==> src/rtl/uart_tx_engine.sv <==
// -----------------------------------------------------------------------------
// uart_tx_engine
//
// Purpose:
//   UART transmit engine, the TX counterpart of the UART receive engine. It sits
//   between the CSR/FIFO layer and the uart_tx pin. Each valid/ready handshake
//   serialises one byte as:
//     start bit (0), 5..8 data bits LSB first, optional parity bit,
//     1 / 1.5 / 2 stop bits (1).
//   It uses the same config fields as the RX side (clk_div, check_en,
//   check_type, data_bit, stop_bit). All frame settings are captured at the
//   accept edge, so CSR writes made during a frame only affect later frames.
//
// Parameters:
//   CLK_DIV_MIN    smallest bit period in clk cycles; a smaller clk_div is
//                  raised to this value
//
// Optional feature (compile-time macro):
//   UART_TX_CTS_EN defined   -> cts_n port present, synchronised by two flops;
//                               a new byte is accepted only while CTS is
//                               asserted. A frame already in flight always
//                               completes.
//   UART_TX_CTS_EN undefined -> no cts_n port; ready whenever idle.
//
// Ports:
//   clk            in   1   system clock
//   rst_n          in   1   asynchronous, active-low reset
//   clk_div        in   32  clk cycles per bit
//   check_en       in   1   1 = parity bit present
//   check_type     in   2   00 even, 01 odd, 10 mark (1), 11 space (0)
//   data_bit       in   2   00:5, 01:6, 10:7, 11:8 data bits
//   stop_bit       in   2   00:1, 01:1.5, 10:2, 11:1 stop bits
//   tx_data        in   8   byte to send; bits above the data length ignored
//   tx_valid       in   1   tx_data valid
//   tx_ready       out  1   engine can accept a byte (registered)
//   uart_tx        out  1   serial line, idle high (registered)
//   tx_busy        out  1   frame in progress
//   tx_done        out  1   one-cycle pulse when the stop period ends
//   tx_byte_count  out  16  frames completed, wraps at 0xFFFF
//   cts_n          in   1   clear-to-send, active low (UART_TX_CTS_EN only)
//
// Timing summary (D = effective bit period, S = stop length in cycles):
//   The FSM moves to START on the accept edge. uart_tx is registered from the
//   FSM state, so the line trails the FSM by one cycle: the start bit falls on
//   the edge after the accept edge. The STOP->IDLE edge raises tx_done, bumps
//   the byte count and re-raises tx_ready, while the line still shows the last
//   stop cycle. A byte offered back-to-back is therefore accepted on the next
//   edge and its start bit follows the previous one by frame+1 cycles.
// -----------------------------------------------------------------------------
module uart_tx_engine #(
    parameter int unsigned CLK_DIV_MIN = 2
) (
    input  logic        clk,
    input  logic        rst_n,
    input  logic [31:0] clk_div,
    input  logic        check_en,
    input  logic [1:0]  check_type,
    input  logic [1:0]  data_bit,
    input  logic [1:0]  stop_bit,
    input  logic [7:0]  tx_data,
    input  logic        tx_valid,
    output logic        tx_ready,
    output logic        uart_tx,
    output logic        tx_busy,
    output logic        tx_done,
    output logic [15:0] tx_byte_count
`ifdef UART_TX_CTS_EN
    ,
    input  logic        cts_n
`endif
);

    typedef enum logic [2:0] {
        S_IDLE,
        S_START,
        S_DATA,
        S_PARITY,
        S_STOP
    } state_t;

    localparam logic [31:0] DIV_MIN = 32'(CLK_DIV_MIN);

    // FSM state and per-frame shadow copies of the configuration
    state_t      r_state;
    logic [32:0] r_baud;        // cycles left in the current bit, minus one
    logic [2:0]  r_bit_idx;     // data bit being sent
    logic [2:0]  r_last_bit;    // index of the final data bit (N-1)
    logic [7:0]  r_data;        // masked data byte
    logic [31:0] r_div;         // effective bit period D
    logic [1:0]  r_stop_sel;    // latched stop_bit field
    logic        r_par_en;
    logic        r_par_bit;     // parity bit precomputed at accept

    // Registered outputs
    logic        r_uart_tx;
    logic        r_tx_ready;
    logic        r_tx_busy;
    logic        r_tx_done;
    logic [15:0] r_tx_byte_count;

    // Combinational helpers
    logic [31:0] w_div_eff;
    logic [7:0]  w_data_mask;
    logic [7:0]  w_data_masked;
    logic        w_parity;
    logic [32:0] w_bit_m1;
    logic [32:0] w_stop_cycles;
    logic [32:0] w_stop_m1;
    logic        w_accept;
    logic        w_baud_zero;
    logic        w_cts_clear;

    // -------------------------------------------------------------------------
    // Clear-to-send synchroniser
    // -------------------------------------------------------------------------
`ifdef UART_TX_CTS_EN
    logic r_cts_meta;
    logic r_cts_sync;

    always_ff @(posedge clk or negedge rst_n) begin
        if (!rst_n) begin
            r_cts_meta <= 1'b1;
            r_cts_sync <= 1'b1;
        end else begin
            r_cts_meta <= cts_n;
            r_cts_sync <= r_cts_meta;
        end
    end

    // tx_ready is a register, so it is fed from the value r_cts_sync takes on
    // the same edge; that keeps tx_ready equal to IDLE & ~cts_n_sync.
    assign w_cts_clear = ~r_cts_meta;
`else
    assign w_cts_clear = 1'b1;
`endif

    // -------------------------------------------------------------------------
    // Accept-time decoding of the live configuration
    // -------------------------------------------------------------------------
    assign w_div_eff = (clk_div < DIV_MIN) ? DIV_MIN : clk_div;

    always_comb begin
        // NOTE: every signal assigned in always_comb gets a default first so no
        // path leaves it unassigned, which would infer a latch.
        w_data_mask = 8'hFF;
        case (data_bit)
            2'b00:   w_data_mask = 8'h1F;
            2'b01:   w_data_mask = 8'h3F;
            2'b10:   w_data_mask = 8'h7F;
            default: w_data_mask = 8'hFF;
        endcase
        w_data_masked = tx_data & w_data_mask;

        w_parity = 1'b0;
        case (check_type)
            2'b00:   w_parity = ^w_data_masked;
            2'b01:   w_parity = ~(^w_data_masked);
            2'b10:   w_parity = 1'b1;
            default: w_parity = 1'b0;
        endcase
    end

    // -------------------------------------------------------------------------
    // Bit and stop periods from the latched divider (33 bits: 2*D never wraps)
    // -------------------------------------------------------------------------
    assign w_bit_m1 = {1'b0, r_div} - 33'd1;

    always_comb begin
        w_stop_cycles = {1'b0, r_div};
        case (r_stop_sel)
            2'b01:   w_stop_cycles = {1'b0, r_div} + {2'b00, r_div[31:1]};
            2'b10:   w_stop_cycles = {r_div, 1'b0};
            default: w_stop_cycles = {1'b0, r_div};
        endcase
    end

    assign w_stop_m1   = w_stop_cycles - 33'd1;
    assign w_accept    = (r_state == S_IDLE) && tx_valid && r_tx_ready;
    assign w_baud_zero = (r_baud == 33'd0);

    // -------------------------------------------------------------------------
    // Frame FSM. uart_tx is assigned from the current state in every branch, so
    // the line level is one register stage behind the state.
    // -------------------------------------------------------------------------
    always_ff @(posedge clk or negedge rst_n) begin
        if (!rst_n) begin
            r_state         <= S_IDLE;
            r_baud          <= '0;
            r_bit_idx       <= '0;
            r_last_bit      <= '0;
            r_data          <= '0;
            r_div           <= '0;
            r_stop_sel      <= '0;
            r_par_en        <= 1'b0;
            r_par_bit       <= 1'b0;
            r_uart_tx       <= 1'b1;
            r_tx_ready      <= 1'b0;
            r_tx_busy       <= 1'b0;
            r_tx_done       <= 1'b0;
            r_tx_byte_count <= '0;
        end else begin
            // NOTE: sequential state uses non-blocking assignments so every
            // register samples pre-edge values, independent of statement order.
            r_tx_done <= 1'b0;

            case (r_state)
                S_IDLE: begin
                    r_uart_tx <= 1'b1;
                    if (w_accept) begin
                        r_data     <= w_data_masked;
                        r_last_bit <= 3'd4 + {1'b0, data_bit};
                        r_div      <= w_div_eff;
                        r_stop_sel <= stop_bit;
                        r_par_en   <= check_en;
                        r_par_bit  <= w_parity;
                        r_baud     <= {1'b0, w_div_eff} - 33'd1;
                        r_tx_ready <= 1'b0;
                        r_tx_busy  <= 1'b1;
                        r_state    <= S_START;
                    end else begin
                        r_tx_ready <= w_cts_clear;
                    end
                end

                S_START: begin
                    r_uart_tx <= 1'b0;
                    if (w_baud_zero) begin
                        r_baud    <= w_bit_m1;
                        r_bit_idx <= 3'd0;
                        r_state   <= S_DATA;
                    end else begin
                        r_baud <= r_baud - 33'd1;
                    end
                end

                S_DATA: begin
                    r_uart_tx <= r_data[r_bit_idx];
                    if (w_baud_zero) begin
                        if (r_bit_idx == r_last_bit) begin
                            if (r_par_en) begin
                                r_baud  <= w_bit_m1;
                                r_state <= S_PARITY;
                            end else begin
                                r_baud  <= w_stop_m1;
                                r_state <= S_STOP;
                            end
                        end else begin
                            r_baud    <= w_bit_m1;
                            r_bit_idx <= r_bit_idx + 3'd1;
                        end
                    end else begin
                        r_baud <= r_baud - 33'd1;
                    end
                end

                S_PARITY: begin
                    r_uart_tx <= r_par_bit;
                    if (w_baud_zero) begin
                        r_baud  <= w_stop_m1;
                        r_state <= S_STOP;
                    end else begin
                        r_baud <= r_baud - 33'd1;
                    end
                end

                S_STOP: begin
                    r_uart_tx <= 1'b1;
                    if (w_baud_zero) begin
                        r_tx_done       <= 1'b1;
                        r_tx_byte_count <= r_tx_byte_count + 16'd1;
                        r_tx_busy       <= 1'b0;
                        r_tx_ready      <= w_cts_clear;
                        r_state         <= S_IDLE;
                    end else begin
                        r_baud <= r_baud - 33'd1;
                    end
                end

                default: begin
                    r_uart_tx <= 1'b1;
                    r_state   <= S_IDLE;
                end
            endcase
        end
    end

    assign uart_tx       = r_uart_tx;
    assign tx_ready      = r_tx_ready;
    assign tx_busy       = r_tx_busy;
    assign tx_done       = r_tx_done;
    assign tx_byte_count = r_tx_byte_count;

endmodule

==> config.mk <==
export PLATFORM = sky130hd
export DESIGN_NAME = uart_tx_engine
export DESIGN_NICKNAME = d
export VERILOG_FILES = /design/src/rtl/uart_tx_engine.sv
export SDC_FILE = /design/constraint.sdc
export NUM_CORES = 1
export LEC_CHECK = 0
export BUFFER_PORTS_ARGS = -buffer_cell sky130_fd_sc_hd__buf_2
export CELL_PAD_IN_SITES_DETAIL_PLACEMENT = 0
export CELL_PAD_IN_SITES_GLOBAL_PLACEMENT = 1
export CORE_MARGIN = 2
export CORE_UTILIZATION = 50
export CTS_CLUSTER_SIZE = 25
export DETAILED_ROUTE_END_ITERATION = 10
export GPL_TIMING_DRIVEN = 1
export HOLD_SLACK_MARGIN = 0.1
export PLACE_DENSITY = 0.95
export RECOVER_POWER = 50
export SLEW_MARGIN = 30
export SYNTH_ARGS = -nofsm -noshare
export SYNTH_HDL_FRONTEND = slang
export SYNTH_SLANG_ARGS = --single-unit
export TNS_END_PERCENT = 100
==> constraint.sdc <==
create_clock -name clk -period 9.9 [get_ports clk]
set_input_delay 1.98 -clock clk [delete_from_list [all_inputs] [get_ports clk]]
set_output_delay 1.98 -clock clk [all_outputs]
set_load 0.01 [all_outputs]
# After elaboration in Yosys (flattened, before gate mapping)
# Index checks and enable logic that the tools add are counted.
# classes
n_bitwise,2
order_cmp,2
n_reduce_logical,17
eq_ne,19
mux,34
n_addsub,8
# op_table
op,n
33-bit 2-to-1 mux,7
33-bit case mux with 5 select lines,1
33-bit case mux with 2 select lines,1
"32-bit by 1-bit subtractor with 33-bit output, second input constant",2
"33-bit by 1-bit subtractor with 33-bit output, second input constant",2
32-bit by 31-bit adder with 33-bit output,1
33-bit zero test,1
"32-bit by 2-bit less-than comparator with 1-bit output, second input constant",1
32-bit 2-to-1 mux,1
3-bit 2-to-1 mux,9
8-bit case mux with 3 select lines,1
"16-bit by 1-bit adder with 16-bit output, second input constant",1
"2-bit inequality test, second input constant",8
3-bit case mux with 5 select lines,1
8-bit AND,1
8-bit parity,1
1-bit 2-to-1 mux,7
"2-bit by 1-bit equality test with 1-bit output, second input constant",3
"2-bit equality test, second input constant",3
"3-bit by 2-bit equality test with 1-bit output, second input constant",2
1-bit case mux with 3 select lines,2
3-bit case mux with 2 select lines,1
2-bit AND reduction,3
3-bit AND reduction,2
other kinds (16),20
# totals
ff_bits,106
wordCells,96
out_inout_bits,20
input_bits,50

# Logic depth before layout (Yosys ltp)
# Gate-level depths: netlist (run 1).
# depth
ltp_word,7
mapped_depth,17
ltp_nobuf,17

# Worst setup path after synthesis (run 1)
# OpenSTA, ideal clock, no wires.
# synth_timing
path_kind,input -> register
from,input clk_div[26]
to,register r_baud[30]
n_path_buf,0
cell_stages,16
slack_ns,3.953
setup_ns,0.129
t_required_ns,9.771
t_arrival_ns,5.818
cell_sequence,or4_1 -> nor4_1 -> nand4b_1 -> or4_1 -> o31ai_1 -> ha_1 -> nor3b_1 -> nand2b_1 -> nor2_1 -> nand4_1 -> nor4_1 -> xor2_1 -> nor3_1 -> a21oi_1 -> a211oi_1 -> a21oi_1
# synth_between
elab_chain_cells,5
# synth_rtl
item,line,text
"start, declared",55,"input logic [31:0] clk_div,"
32-bit by 2-bit less-than comparator with 1-bit output,140,assign w_div_eff = (clk_div < DIV_MIN) ? DIV_MIN : clk_div;
32-bit 2-to-1 mux (*),140,
32-bit by 1-bit subtractor with 33-bit output (*),216,"r_baud <= {1'b0, w_div_eff} - 33'd1;"
33-bit 2-to-1 mux (*),209,if (w_accept) begin
33-bit case mux with 5 select lines (*),206,case (r_state)
"end signal, assigned",216,
"end signal, assigned",228,r_baud <= w_bit_m1;
"end signal, assigned",232,r_baud <= r_baud - 33'd1;
"end, declared",85,logic [32:0] r_baud;
# Mark *: on every way between the ends. The rest lies on a longest branch, timed or not. The select of a mux whose other input is x is not followed.
# A chain may end at the register's enable or synchronous reset.

# Final worst setup path (run 1)
# Ends and elaborated chain as after synthesis.

==> key figures, run 1 <==
Yosys
  – Mapped Area: 10810 um2
  – Post-synth top cells: 210 x nand2_1, 125 x o21ai_0, 105 x dfrtp_1
  – Register area share after synthesis: 24.54%
  – Synth Flop Type: dfrtp_1
  – Dominant cell type by area after synthesis: dfrtp_1
  – Post-synth net total: 1560
  – Asr flop ratio synth: 100.0%
  – Top cell type's share of synthesized area: 24.30%
  – EDFF count, synth: 0
  – Synth top area cells: dfrtp_1 24%, ha_1 9.5%, xnor2_1 7.5%, nand2_1 7.3%, o21ai_0 5.8%
  – Most numerous cell in the Yosys netlist: nand2_1
  – Post-Synthesis Cells: 1427
  – Synth unique cells: 84
  – Avg Inst Size Synth: 7.578 um2
  – Synthesis warning total: 0
  – FF+latch count, synth: 106

Clocking
  – Buffer levels on the longest clock path: 2
  – Clock sinks: 106
  – Clock Pin Slew Worst Setup and Hold Paths: 0.08 ns
  – Clk_lat worst skew: 0.36 ns
  – H-tree depth: 3
  – CTS tree: yes
  – Setup Buffers After CTS: 0
  – Post-cts repair resize count: 0
  – CTS Hold Bufs: 0
  – Clock root buffer master: clkbuf_16
  – Total CTS buffers: 9

Layout
  – Util after Layout: 54.89%
  – Area Growth Syn to Fin: 7.382%
  – Fin nets: 1586
  – Ratio of cells with drive above 1 in the final layout: 8.442%

Timing
  – Worst Skew: 0.01253 ns
  – Final worst slack: 2.973 ns
  – Slew Limit Fails: 109
  – Max_slew headroom: -168.5%
  – Final setup vio count: 0
  – Least-Margin Pin Slew: 4.027 ns
  – Fin crit share: 69.97%
  – Fmax: 144.4 MHz
  – Min Clock Period, post-route: 6.927 ns
  – Setup TNS: 0 ns
  – RSZ-0062 raised after global routing: no
  – Hold_ws: 0.4802 ns
  – Fin. Hold Viols: 0

Die
  – Die Footprint: 22820 um2
  – Core area: 21150 um2
  – Io pins: 70
  – Row count: 53
  – Die X: 151.1 um
  – Die Y: 151.1 um
  – Initial core utilization: 51.12%

GRT
  – First-pass GRT wire length: 53.92 mm
  – GR Overflow Total: 0
  – Vias in the first global route: 9900
  – Largest net degree at the start of global routing: 75
  – Initial antenna violation count: 2
  – GRT Util Overall: 30.16%

Critical path
  – R2R setup slack: 4.91 ns
  – Worst EP arrival: 7.17 ns
  – WS Path Type: in -> reg
  – Critical Path Sink Type: register
  – CP max FO: 5
  – Critical Path RT: 10.15 ns
  – Critical Path Start Type: input pin

Run
  – # Max-Cap Violations: 2

Routing
  – Vias per inst: 6.390
  – DRT iter0 DRCs: 1302
  – Max Used Layer: met4
  – TritonRoute pass-1 iters: 6
  – Final WL: 34.61 mm
  – Via Count: 11080
  – Residual DRC: 0
  – Wire length on met2: 15.65 mm
  – Routed length on met3: 2.916 mm
  – DR WL/cell: 19.96 um
  – Metal1 wirelength: 15.09 mm
  – Final antenna-violating net count: 0

Placement
  – Pre-CTS setup slack: 2.758 ns
  – Dpl hpwl: 26.20 mm
  – GP Congestion: 0.9414
  – Port Buf Inserts: 69

Pwr
  – Pleak: 4.690 nW
  – Pwr Density: 96.00 nW/um2
  – Total power: 1.115 mW
  – Max VDD drop: 0.00008108 V

Outcome
  – Failing checks: max-capacitance violations, max-slew violations
  – Status: finished, violations left

Hold path
  – Hold Crit Class: reg -> reg
==> kinds of logic after synthesis <==
| kind of cell | after synthesis | synth area share (%) |
|---|---|---|
| flip-flops | 106 | 24.54 |
| multiplexers | 11 | 1.319 |
| AO/OA/AOI/OAI | 411 | 24.29 |
| buffers and inverters | 131 | 4.813 |
| XOR/XNOR | 138 | 11.18 |
| adder cells (fa/ha/maj) | 83 | 9.673 |
| AND/OR/NAND/NOR | 547 | 24.19 |
==> critical path, cell delays in order <==
cell	delay (ns)
buf_2	0.12
or4_1	0.59
nor4_1	0.52
nand4b_1	0.34
or4_1	0.61
o31ai_1	0.46
ha_1	0.27
nor3b_1	0.30
nand2b_1	0.18
nor2_1	0.39
nand4_1	0.36
nor4_1	0.34
xor2_1	0.14
nor3_1	0.16
a21oi_1	0.07
a211oi_1	0.23
a21oi_1	0.09
==> cell type report <==
type                    count  area, um2
diodes                      2      5.005
clock buffers               9      225.2
clock inverters             6      50.05
fillers                  2023       9542
inverters                  58      217.7
multi-input cells        1190       7644
flip-flops and latches    106       2654
well taps                 275      344.1
repair buffers             88      473.0
==> path summary, 6_finish.rpt <==
kind | cells past startpoint | end | from
setup / recovery | 17 | r_baud[30]$_DFFE_PN0P_ | clk_div[26]
hold / removal | 2 | r_data[0]$_DFFE_PN0P_ | r_data[0]$_DFFE_PN0P_
setup reg to reg | 15 | r_baud[28]$_DFFE_PN0P_ | r_stop_sel[0]$_DFFE_PN0P_
hold reg to reg | 2 | r_data[0]$_DFFE_PN0P_ | r_data[0]$_DFFE_PN0P_
max in group asynchronous | 2 | r_div[20]$_DFFE_PN0P_ | rst_n
min in group asynchronous | 1 | tx_byte_count[12]$_DFFE_PN0P_ | rst_n
==> power by group <==
part,switching (mW),internal (mW)
combinational,0.196,0.112
clock,0.179,0.173
sequential,0.0140,0.442
total,0.389,0.726
==> flip-flops by register name, indices dropped and copies added (netlist names) <==
register	flops
tx_done	1
r_stop_sel	2
r_state	3
uart_tx	1
tx_byte_count	16
tx_busy	1
r_baud	33
r_div	32
r_bit_idx	3
r_data	8
tx_ready	1
r_par_bit	1
r_par_en	1
r_last_bit	3
==> per-stage QoR <==
step | cell area [um2] | cells
after floorplan | 10810 | 1427
after global placement | 11360 | 1717
after detailed placement | 11360 | 1717
after CTS | 11630 | 1732
after global routing | 11610 | 1734
final | 11610 | 1734
==> per-layer routing <==
metal / global-route usage [%] / vias to the layer above
li1: - / 5224
met1: 42.13 / 5217
met2: 48.64 / 568
met3: 3.855 / 71
met4: 9.439 / 0
met5: 0 / -
==> layout by cell type, fill, tap and decap left out, types with 7 or more instances in the layout <==
cell type and n:
nand3_1 40, a22oi_1 14, buf_4 18, a31oi_1 21
nor4_1 27, buf_2 60, o221ai_1 8, a211oi_1 17
nand2b_1 9, a21o_1 8, nand2_1 210, xor2_1 45
o22ai_1 15, nor3_1 40, o211ai_1 12, o21ai_0 124
clkbuf_1 10, a21oi_1 93, a222oi_1 8, dfrtp_1 105
o31ai_1 9, clkbuf_16 9, nand4_1 31, or3_1 16
o21a_1 10, inv_1 57, and3_1 16, ha_1 82
xnor2_1 93, a211o_1 7, nor2b_1 14, nor2_1 99
Note: power is estimated with default switching activity, not from simulation.
==> run 2, diff against run 1 <==
Settings changed: ABC_AREA set to 1, CORE_UTILIZATION 50 to 40, PLACE_DENSITY 0.95 to 0.87.
Clock period 9.9 ns to 6.1 ns, I/O delays scaled along.
==> key figures, run 2 <==
Layout
  – Most flops, register: r_baud
  – Commonest non-fill, non-tap cell in the layout: nand2_1
  – Multi-input logic area: 8353 um2
  – Ratio of cells with drive above 1 in the final layout: 8.183%
  – Max FFs per register: 33
  – Final antenna diode count: 0
  – Commonest cells after routing, fill and taps aside: 628 x nand2_1, 351 x inv_1, 232 x nor2_1
  – Register Area: 2654 um2
  – Area Growth Syn to Fin: 8.445%
  – Finished layout cell area: 13630 um2
  – Fillers: 3404
  – Fin nets: 2291

Timing
  – Setup TNS: 0 ns
  – Fin. Hold Viols: 0
  – Fmax: 228.1 MHz
  – Worst Skew: 0.01704 ns
  – RSZ-0062 raised after global routing: no
  – Final setup vio count: 0
  – Max_slew headroom: -47.21%
  – Min Clock Period, post-route: 4.383 ns
  – Fin crit share: 71.85%
  – Slew Limit Fails: 34
  – Least-Margin Pin Slew: 2.208 ns
  – Final worst slack: 1.717 ns

GRT
  – Vias in the first global route: 12710
  – Initial antenna violation count: 1
  – GR Overflow Total: 0
  – Largest net degree at the start of global routing: 75
  – First-pass GRT wire length: 68.42 mm
  – GRT Util Overall: 26.47%

Placement
  – Port Buf Inserts: 69
  – Pre-CTS setup slack: 1.409 ns
  – Dpl hpwl: 34.69 mm
  – GP Congestion: 0.9713
  – DP Area: 13320 um2

Yosys
  – Top cell type's share of synthesized area: 20.91%
  – Asr flop ratio synth: 100.0%
  – Post-synth top cells: 628 x nand2_1, 351 x inv_1, 233 x nor2_1
  – Avg Inst Size Synth: 5.960 um2
  – FF+latch count, synth: 106
  – Post-Synthesis Cells: 2108
  – Dominant cell type by area after synthesis: dfrtp_1
  – Synth unique cells: 63
  – Synthesis warning total: 0
  – Most numerous cell in the Yosys netlist: nand2_1
  – Synth Flop Type: dfrtp_1
  – Mapped Area: 12560 um2
  – Register area share after synthesis: 21.12%
  – Synth top area cells: dfrtp_1 21%, nand2_1 19%, inv_1 10%, ha_1 8.2%, nor2_1 7.0%
  – EDFF count, synth: 0
  – Post-synth net total: 2241

Clocking
  – H-tree depth: 3
  – CTS Hold Bufs: 0
  – Clk_lat worst skew: 0.39 ns
  – Clock sinks: 106
  – Clock Pin Slew Worst Setup and Hold Paths: 0.08 ns
  – Buffer levels on the longest clock path: 2
  – Post-cts repair resize count: 0
  – Total CTS buffers: 9
  – CTS tree: yes
  – Setup Buffers After CTS: 0
  – Clock root buffer master: clkbuf_16

Critical path
  – Critical Path Sink Type: register
  – CP max FO: 4
  – Critical Path RT: 6.36 ns
  – Crit path buffers/inverters: 7
  – Worst EP arrival: 4.65 ns
  – WS Path Type: in -> reg
  – Max stage delay cell, worst path: nor2_1
  – Critical Path Start Type: input pin
  – Kind of cell adding the most delay to the critical path: simple AND/OR/NAND/NOR gates
  – Largest stage delay, worst path: 0.30 ns
  – Crit-path cells: buf_2 -> nor2_1 -> nand2_1 -> inv_1 -> nand4_1 -> nor2_1 -> nor2_1 -> inv_1 -> ha_1 -> inv_1 -> nor2_1 -> inv_1 -> nor2_1 -> nand2_1 -> inv_1 -> nand3_1 -> inv_1 -> nand3_1 -> nor2_1 -> nand4_1 -> or2_2 -> a21oi_1 -> a21oi_1

Pwr
  – Total power: 8.621 mW
  – Pwr Density: 632.7 nW/um2
  – Max VDD drop: 0.0003483 V
  – Pleak: 7.311 nW

Routing
  – Final antenna-violating net count: 0
  – Final WL: 43.43 mm
  – Via Count: 13450
  – DR WL/cell: 16.97 um
  – Residual DRC: 0
  – Vias per inst: 5.254
  – DRT iter0 DRCs: 1134
  – TritonRoute pass-1 iters: 6

Die
  – Io pins: 70
  – Row count: 64
  – Die Footprint: 32840 um2
  – Core area: 30750 um2
  – Die X: 181.2 um
  – Die Y: 181.2 um
  – Initial core utilization: 40.86%

Run
  – # Max-Cap Violations: 1

Outcome
  – Failing checks: max-capacitance violations, max-slew violations
  – Status: finished, violations left

Hold path
  – Hold Crit Class: reg -> reg
-- run 2: cell count changes after synthesis, sizes merged, moves of 24 or more --
cell / change
nand2: +425
inv: +304
nor2: +154
nand3: +106
xnor2: -79
nor4: -25
clkbuf: -24
-- run 2: path summary, 6_finish.rpt --
path / slack (ns) / endpoint / startpoint / cells after the start
max in group asynchronous: 2.67 / r_baud[23]$_DFFE_PN0P_ / rst_n / 2
worst max-delay path: 1.72 / r_baud[30]$_DFFE_PN0P_ / clk_div[18] / 23
worst max register to register: 2.18 / r_baud[0]$_DFFE_PN0P_ / r_baud[0]$_DFFE_PN0P_ / 14
worst min-delay path: 0.47 / tx_byte_count[15]$_DFFE_PN0P_ / tx_byte_count[15]$_DFFE_PN0P_ / 1
worst min register to register: 0.47 / tx_byte_count[15]$_DFFE_PN0P_ / tx_byte_count[15]$_DFFE_PN0P_ / 1
min in group asynchronous: 0.86 / tx_byte_count[10]$_DFFE_PN0P_ / rst_n / 1
-- run 2: kinds of logic after synthesis --
group	synth area share [%]
DFF	21.12
and+or+nand+nor	38.45
adders and majority gates	8.325
AOI/OAI and AO/OA	14.10
muxes	0.2490
xor gates and xnor gates	5.228
buffers and inverters	12.53
-- run 2: final cells by class --
cell class                 instances  area share (%)
clock buffer                      10           1.754
clock inverter                     6          0.5693
inverter                         364           10.05
multi-input combinational       1596           61.30
sequential                       106           19.48
tap                              396           3.636
timing repair buffer              81           3.214
-- run 2: worst register-to-register path, cell delays in order, from the launching register on --
cell and delay (ns):
dfrtp_1 0.38, inv_1 0.14, ha_1 0.23, nand3_2 0.14, nor2_4 0.25, nand3_1 0.14, nor2_1 0.12, nand2_1 0.34
nor2_1 0.47, nor3_2 0.06, buf_4 0.24, inv_1 0.72, buf_4 0.35, a221oi_1 0.07, a22oi_1 0.18
-- run 2: metal layers --
layer	track usage, %	vias up	part of all wire, %
li1	-	6761	-
met1	34.50	6203	44
met2	45.62	413	47
met3	3.588	66	6.0
met4	7.642	2	2.7
met5	0	-	0.028
-- run 2: per-stage QoR --
step / util [%] / std cells / hold WS, ns
finish: 44.31 / 2559 / 0.4741
global placement: 43.27 / 2543 / 0.4591
detailed placement: 43.30 / 2543 / 0.4620
CTS: 44.33 / 2559 / 0.4747
floorplan: - / 2108 / 0.4436
global route: 44.31 / 2559 / 0.5135
-- run 2: power by group --
group | switching, mW | internal [mW] | leakage, nW
combinational | 4.46 | 2.08 | 5.83
clock | 0.332 | 0.341 | 0.159
sequential | 0.407 | 0.995 | 1.32
total | 5.20 | 3.42 | 7.31
